<file path="config.mk">
export PLATFORM = sky130hd
export DESIGN_NAME = maxpool2x2_stream_flat
export DESIGN_NICKNAME = d
export VERILOG_FILES = /design/src/rtl/maxpool2x2_stream_if.sv /design/src/rtl/maxpool2x2_stream.sv /design/src/flat_wrapper.sv
export SDC_FILE = /design/constraint.sdc
export NUM_CORES = 1
export LEC_CHECK = 0
export CAP_MARGIN = 20
export CORE_MARGIN = 4
export CORE_UTILIZATION = 50
export DETAILED_ROUTE_END_ITERATION = 10
export HOLD_SLACK_MARGIN = 0.02
export PLACE_DENSITY = 0.68
export SETUP_SLACK_MARGIN = 0.15
export SLEW_MARGIN = 20
export SYNTH_ARGS = -nofsm -noshare
export SYNTH_HDL_FRONTEND = slang
export SYNTH_SLANG_ARGS = --single-unit
</file>
<file path="constraint.sdc">
create_clock -name clk -period 15.4 [get_ports clk]
set_input_delay 3.08 -clock clk [delete_from_list [all_inputs] [get_ports clk]]
set_output_delay 3.08 -clock clk [all_outputs]
set_load 0.005 [all_outputs]
</file>
<file path="src/rtl/maxpool2x2_stream_if.sv">
// Stream bundle for maxpool2x2_stream: one pixel-in channel and one pooled-out channel.
// A beat transfers on any rising edge where valid && ready; the producer holds data/valid stable until then.
interface maxpool2x2_stream_if #(
    parameter int DW = 32
) ();
    logic [DW-1:0] in_data;
    logic          in_valid;
    logic          in_ready;
    logic [DW-1:0] out_data;
    logic          out_valid;
    logic          out_ready;
    logic          out_last;

    modport master (
        output in_data, in_valid, out_ready,
        input  in_ready, out_data, out_valid, out_last
    );

    modport slave (
        input  in_data, in_valid, out_ready,
        output in_ready, out_data, out_valid, out_last
    );
endinterface

</file>
<file path="src/rtl/maxpool2x2_stream.sv">
// Streaming 2x2 stride-2 max/average pooling over a raster-ordered, channel-packed pixel stream.
// Needs only a half-row buffer of horizontal-pair results; output is a single register stage.
module maxpool2x2_stream #(
    parameter int BITWIDTH = 16,
    parameter int CHANNELS = 2,
    parameter int IN_W     = 10,
    parameter int IN_H     = 10
) (
    input  logic                    clk,
    input  logic                    rst_n,
    input  logic                    mode,
    maxpool2x2_stream_if.slave      bus
);
    localparam int DW   = CHANNELS * BITWIDTH;
    localparam int HW   = BITWIDTH + 1;
    localparam int SW   = BITWIDTH + 2;
    localparam int HALF = IN_W / 2;
    localparam int CW   = $clog2(IN_W);
    localparam int RW   = $clog2(IN_H);

    if ((IN_W % 2) != 0 || IN_W < 4) begin : g_bad_w
        $error("maxpool2x2_stream: IN_W must be even and at least 4");
    end
    if ((IN_H % 2) != 0 || IN_H < 2) begin : g_bad_h
        $error("maxpool2x2_stream: IN_H must be even");
    end

    logic [CW-1:0]          col;
    logic [RW-1:0]          row;
    logic                   mode_q;
    logic [DW-1:0]          hreg;
    logic [CHANNELS*HW-1:0] linebuf [HALF];
    logic [CHANNELS*HW-1:0] lb_rd;
    logic [CHANNELS*HW-1:0] hp_bus;
    logic [DW-1:0]          win_bus;
    logic                   accept;
    logic                   load;
    logic                   frame_start;
    logic                   col_last;
    logic                   row_last;

    assign bus.in_ready = !bus.out_valid || bus.out_ready;
    assign accept       = bus.in_valid && bus.in_ready;
    assign frame_start  = (row == '0) && (col == '0);
    assign col_last     = (col == CW'(IN_W - 1));
    assign row_last     = (row == RW'(IN_H - 1));
    assign load         = accept && row[0] && col[0];
    assign lb_rd        = linebuf[col[CW-1:1]];

    // Horizontal pair op, then vertical op against the buffered pair from the row above.
    always_comb begin
        logic signed [BITWIDTH-1:0] a;
        logic signed [BITWIDTH-1:0] b;
        logic signed [HW-1:0]       h;
        logic signed [HW-1:0]       l;
        logic signed [SW-1:0]       s;
        logic signed [BITWIDTH-1:0] w;
        hp_bus  = '0;
        win_bus = '0;
        a = '0; b = '0; h = '0; l = '0; s = '0; w = '0;
        for (int c = 0; c < CHANNELS; c++) begin
            a = hreg[c*BITWIDTH +: BITWIDTH];
            b = bus.in_data[c*BITWIDTH +: BITWIDTH];
            if (mode_q) h = HW'(a) + HW'(b);
            else        h = (a > b) ? HW'(a) : HW'(b);
            hp_bus[c*HW +: HW] = h;

            l = lb_rd[c*HW +: HW];
            if (mode_q) begin
                s = SW'(l) + SW'(h);
                s = s >>> 2;
                w = s[BITWIDTH-1:0];
            end else begin
                w = (l > h) ? l[BITWIDTH-1:0] : h[BITWIDTH-1:0];
            end
            win_bus[c*BITWIDTH +: BITWIDTH] = w;
        end
    end

    always_ff @(posedge clk or negedge rst_n) begin
        if (!rst_n) begin
            col    <= '0;
            row    <= '0;
            mode_q <= 1'b0;
            hreg   <= '0;
        end else if (accept) begin
            if (frame_start) mode_q <= mode;
            if (!col[0])     hreg   <= bus.in_data;
            if (col_last) begin
                col <= '0;
                row <= row_last ? '0 : row + 1'b1;
            end else begin
                col <= col + 1'b1;
            end
        end
    end

    // Every entry is rewritten on an even row before the odd row reads it, so no reset is needed.
    always_ff @(posedge clk) begin
        if (accept && !row[0] && col[0]) linebuf[col[CW-1:1]] <= hp_bus;
    end

    always_ff @(posedge clk or negedge rst_n) begin
        if (!rst_n) begin
            bus.out_data  <= '0;
            bus.out_valid <= 1'b0;
            bus.out_last  <= 1'b0;
        end else if (load) begin
            bus.out_data  <= win_bus;
            bus.out_valid <= 1'b1;
            bus.out_last  <= row_last && col_last;
        end else if (bus.out_ready) begin
            bus.out_valid <= 1'b0;
        end
    end
endmodule

</file>
<file path="src/flat_wrapper.sv">
// flat-port wrapper written by rule: the top's interface ports become plain ports
module maxpool2x2_stream_flat 
#(
    parameter int BITWIDTH = 16,
    parameter int CHANNELS = 2,
    parameter int IN_W     = 10,
    parameter int IN_H     = 10
)
  (clk, rst_n, mode, bus_in_data, bus_in_valid, bus_out_ready, bus_in_ready, bus_out_data, bus_out_valid, bus_out_last);
  maxpool2x2_stream_if #(.DW(((2) * (16)))) bus_i ();
  input  logic clk;
  input  logic rst_n;
  input  logic mode;
  input wire logic [$bits(bus_i.in_data)-1:0] bus_in_data;
  input wire logic [$bits(bus_i.in_valid)-1:0] bus_in_valid;
  input wire logic [$bits(bus_i.out_ready)-1:0] bus_out_ready;
  output wire logic [$bits(bus_i.in_ready)-1:0] bus_in_ready;
  output wire logic [$bits(bus_i.out_data)-1:0] bus_out_data;
  output wire logic [$bits(bus_i.out_valid)-1:0] bus_out_valid;
  output wire logic [$bits(bus_i.out_last)-1:0] bus_out_last;
  assign bus_i.in_data = bus_in_data;
  assign bus_i.in_valid = bus_in_valid;
  assign bus_i.out_ready = bus_out_ready;
  assign bus_in_ready = bus_i.in_ready;
  assign bus_out_data = bus_i.out_data;
  assign bus_out_valid = bus_i.out_valid;
  assign bus_out_last = bus_i.out_last;
  maxpool2x2_stream #(.BITWIDTH(BITWIDTH), .CHANNELS(CHANNELS), .IN_W(IN_W), .IN_H(IN_H)) u_core (.clk(clk), .rst_n(rst_n), .mode(mode), .bus(bus_i));
endmodule
</file>
======== Word level (Yosys, flattened, before mapping) ========
Memories as Yosys holds them, arrays and structs flattened.
Index checks and enable logic that the tools add are counted.
Widths: inputs -> output; s select.
word-level totals
  flip-flop bits (word level) ............. 75
  memory bits (writable) .................. 170
  input port bits ......................... 37
  output and inout bits ................... 35
  logic and storage cells ................. 51
  memories kept ........................... 1
memories
  name            depth  bits a word  rd ports  clocked after Yosys merged registers in  write ports  line                     source
  u_core.linebuf  5      34           1         0                                        1            maxpool2x2_stream.sv:32  logic [CHANNELS*HW-1:0] linebuf [HALF];
cells by class
  $add $sub $neg .......................... 6
  magnitude comparators ................... 4
  equal/unequal tests ..................... 2
  multiplexer cells ....................... 14
  bitwise logic cells ..................... 1
  reductions and logical operators ........ 16
operators with widths
  cell                 count
  $mux 17              4
  $mux 16              4
  $add 17x17->18       2
  $add 16x16->17       2
  $gt 17x17->1         2
  $gt 16x16->1         2
  $add 4x1->4 const B  2
  $eq 4x4->1 const B   2
  $logic_not 4->1      2
  $mux 4               2
  $logic_and 1x1->1    7
  $reduce_and 2->1     3
  $mux 1               4
  $logic_not 1->1      2
  $reduce_bool 2->1    1
  $logic_or 1x1->1     1
  $not 1->1            1

======== Logic depth before layout (Yosys ltp) ========
  word-level depth ........................ 7
  mapped depth ............................ 23
  mapped depth without buffers ............ 20

======== Worst setup path before layout ========
Ideal clock, no wire load.
  kind .................................... input-to-reg
  start point ............................. input port bus_in_data[31]
  end point ............................... register u_core.bus.out_data[19]
  setup time .............................. 0.119 ns
  arrival time ............................ 7.512 ns
  required time ........................... 15.281 ns
  slack ................................... 7.770 ns
  stages on the path ...................... 20
  path buffers ............................ 2
  path through ............................ inv_1 ha_1 buf_2 nand4_2 or4_4 a21oi_2 nor4b_1 mux2_4 buf_6 mux2i_4 a221o_1 a211o_1 ha_1 a2111oi_0 o211ai_1 o311ai_2 nor2_1 a221oi_1 o21ai_0 o21a_1
between the ends
  longest elaborated chain between the ends .. 6
ends and longest elaborated chain
  item                  line                        source
  from (decl)           flat_wrapper.sv:14          input wire logic [$bits(bus_i.in_data)-1:0] bus_in_data;
  $gt 16x16->1          maxpool2x2_stream.sv:65     else h = (a > b) ? HW'(a) : HW'(b);
  $mux 17               maxpool2x2_stream.sv:65
  $mux 17 (*)           maxpool2x2_stream.sv:64     if (mode_q) h = HW'(a) + HW'(b);
  $gt 17x17->1          maxpool2x2_stream.sv:74     w = (l > h) ? l[BITWIDTH-1:0] : h[BITWIDTH-1:0];
  $mux 16               maxpool2x2_stream.sv:74
  $mux 16 (*)           maxpool2x2_stream.sv:69     if (mode_q) begin
  to (signal assigned)  maxpool2x2_stream.sv:109    bus.out_data <= win_bus;
  to (decl)             maxpool2x2_stream_if.sv:21  output in_ready, out_data, out_valid, out_last
Mark *: on every way between the ends. The rest lies on a longest branch, timed or not.
A chain may end at the register's enable or synchronous reset.

======== Worst setup path after layout ========
Same ends and word-level chain as after synthesis.

==> run summary <==
Outcome: finished, final reports clean
Worst-Skew Late Latency: 530 ps
Drt wl/cell: 19.7 um
Most frequent cells in the layout: edfxtp_1 (170), ha_1 (132), inv_1 (102)
CTS tree: yes
CP Data Arrival Time: 9430 ps
Antenna cells: 0
RSZ-0062 raised after global routing: false
CTS Buf Count: 25
Via density: 5.74
Max_cap viols: 0
Input/output buffers: 71
H-tree lvl count: 1
WP data required: 15820 ps
DIE HEIGHT: 181 um
Via count: 10500
Largest net degree at the start of global routing: 72
Hold-fix buffers at CTS: 0
Antenna violations before repair: 0
Fill count: 2480
Starting Density: 50.5%
GRT overflow: 0
Post-Synthesis Cells: 1361
Sequential cell area: 6990 um2
Period utilization: 58.5%
Proportion of layout cells with a drive suffix above 1: 11.4%
Mapped Nets: 1532
YS warnings: 0
Core area: 29600 um2
Fin crit period: 9010 ps
Top-area cell type share of the netlist area: 34.2%
Root Buffer: clkbuf_16
Synthesized cell area: 14900 um2
Setup crit end kind: register
Crit path buf inv count: 2
ANT nets after route: 0
Synth unique cells: 73
CTS clk-pin slew, worst paths: 70 ps
Final Slew Violations: 0
CTS max path bufs: 3
Routed WL: 35900 um
Most common cell after layout, fill and taps aside: edfxtp_1
Syn avg cell area: 11.0 um2
Hold crit path type: register to register
Nets: 1588
Final setup fails: 0
DRC errors left: 0
Most frequent CP cell: ha_1
Vias in the first global route: 10400
Slew Limit Headroom: 25.7%
Cell Chain, Critical Path: clkdlybuf4s50_1, inv_1, ha_1, nand4_2, or4_4, a21oi_2, nor4b_1, mux2_4, mux2i_4, a221o_1, a211o_1, ha_1, a2111oi_0, o211ai_1, o311ai_2, nor2_1, a221oi_1, o21ai_0, o21a_1
Most area-hungry cell type in the Yosys netlist: edfxtp_1
Die extent in x: 181 um
Post-cts sizing count: 0
Gp weighted congestion: 0.923
Num ports: 72
Top FF cell, synth: edfxtp_1
Slowest cell delay on critical path: 830 ps
CP delay by family, top: compound AO/OA/AOI/OAI gates
Fmax: 0.111 GHz
Register area share after synthesis: 46.8%
All-Layer GR Usage: 21.5%
Main area contributors after synthesis: edfxtp_1 (34%), dfrtp_1 (13%), ha_1 (11%)
Starting DRT DRC Count: 688
Fin Setup TNS: 0 ps
DPL Wire Length: 25100 um
Worst Skew: 11.1 ps
Worst-Margin Slew: 1110 ps
Final hold vios: 0
Initial DRT Pass Iterations: 5
Multi-input logic area: 7370 um2
#FFs+latches synth: 245
Placement Rows: 63
Die area: 32700 um2
Syn-to-layout area delta: 13.3%
Max FO, Critical Path: 16
First-pass GRT wire length: 57200 um
Number of synthesized flops with an enable pin: 170
Post-synth ARST share: 30.6%
# Post-CTS Setup Buffers: 0
Kind of critical path: input pin to register
Critical-path top delay cell: o311ai_2
CP Launch Type: input pin
CTS Sinks: 245
per-layer routing:
metal | share of wire [%] | up-vias | global-route usage (%)
met5 | 0 | - | 0
met4 | 1.6 | 0 | 3.90
met3 | 5.4 | 35 | 3.22
li1 | - | 5112 | -
met1 | 49 | 5094 | 32.4
met2 | 44 | 243 | 33.5
state kept, by name, summed over array words and instances, names as in the netlist:
register and count:
u_core.bus.out_valid 1, u_core.mode_q 1, u_core.col 4, u_core.linebuf 170, u_core.bus.out_last 1, u_core.row 4
u_core.bus.out_data 32, u_core.hreg 32
logic make-up (layout without fill, tap and decap cells):
family                     Yosys count  in the layout  synth area share [%]
adders and majority gates          134            134                  11.3
and+or+nand+nor                    320            320                  10.2
muxes                              130            130                  9.92
buffers and inverters              162            237                  4.32
DFF                                245            245                  46.8
xor gates and xnor gates            52             52                  3.05
AOI/OAI and AO/OA                  318            318                  14.4
layout make-up:
| class | count | area share (%) |
|---|---|---|
| clock inverter | 19 | 1.12 |
| inverter | 102 | 2.26 |
| clock buffer | 27 | 3.74 |
| multi-input combinational | 954 | 43.5 |
| sequential | 245 | 41.3 |
| timing repair buffer | 89 | 5.18 |
| tap | 390 | 2.88 |
through the flow:
stage | instances | instance area, um2 | util, % | setup slack (ps) | hold slack [ps]
final | 1826 | 16900 | 57.2 | 6390 | 483
after global routing | 1826 | 16900 | 57.2 | 5900 | 507
after CTS | 1824 | 16900 | 57.1 | 6440 | 483
after detailed placement | 1778 | 16100 | 54.3 | 5910 | 468
after global placement | 1778 | 16100 | 54.3 | 6130 | 468
after floorplan | 1361 | 14900 | - | 7770 | 473
synthesized netlist by cell type (all sizes together), types with 18 or more instances:
master and count:
xnor2 40, nor2 85, nand2 100, nor3 25, mux2 78, dfrtp 75
mux2i 47, a21oi 68, a22oi 50, buf 18, inv 102, a221oi 22
o21ai 71, ha 132, edfxtp 170, clkbuf 42, nor2b 19
final timing paths:
kind / startpoint / endpoint / slack (ps) / cells after the start
max in group asynchronous: rst_n / u_core.hreg[20] / 11880 / 2
max: bus_in_data[31] / u_core.bus.out_data[19] / 6390 / 19
min in group asynchronous: rst_n / u_core.row[1] / 2360 / 1
max reg2reg: u_core.hreg[31] / u_core.bus.out_data[19] / 9130 / 17
min reg2reg: u_core.bus.out_data[8] / u_core.bus.out_data[8] / 480 / 2
min: u_core.bus.out_data[8] / u_core.bus.out_data[8] / 480 / 2
worst min-delay path, stage by stage, from the launching register on:
cell     delay, ps
dfrtp_1        340
nand2_1         50
o31ai_1         50
Power is not shown: default switching activity piles up to over one toggle a cycle in this logic, so the estimate is an artifact.
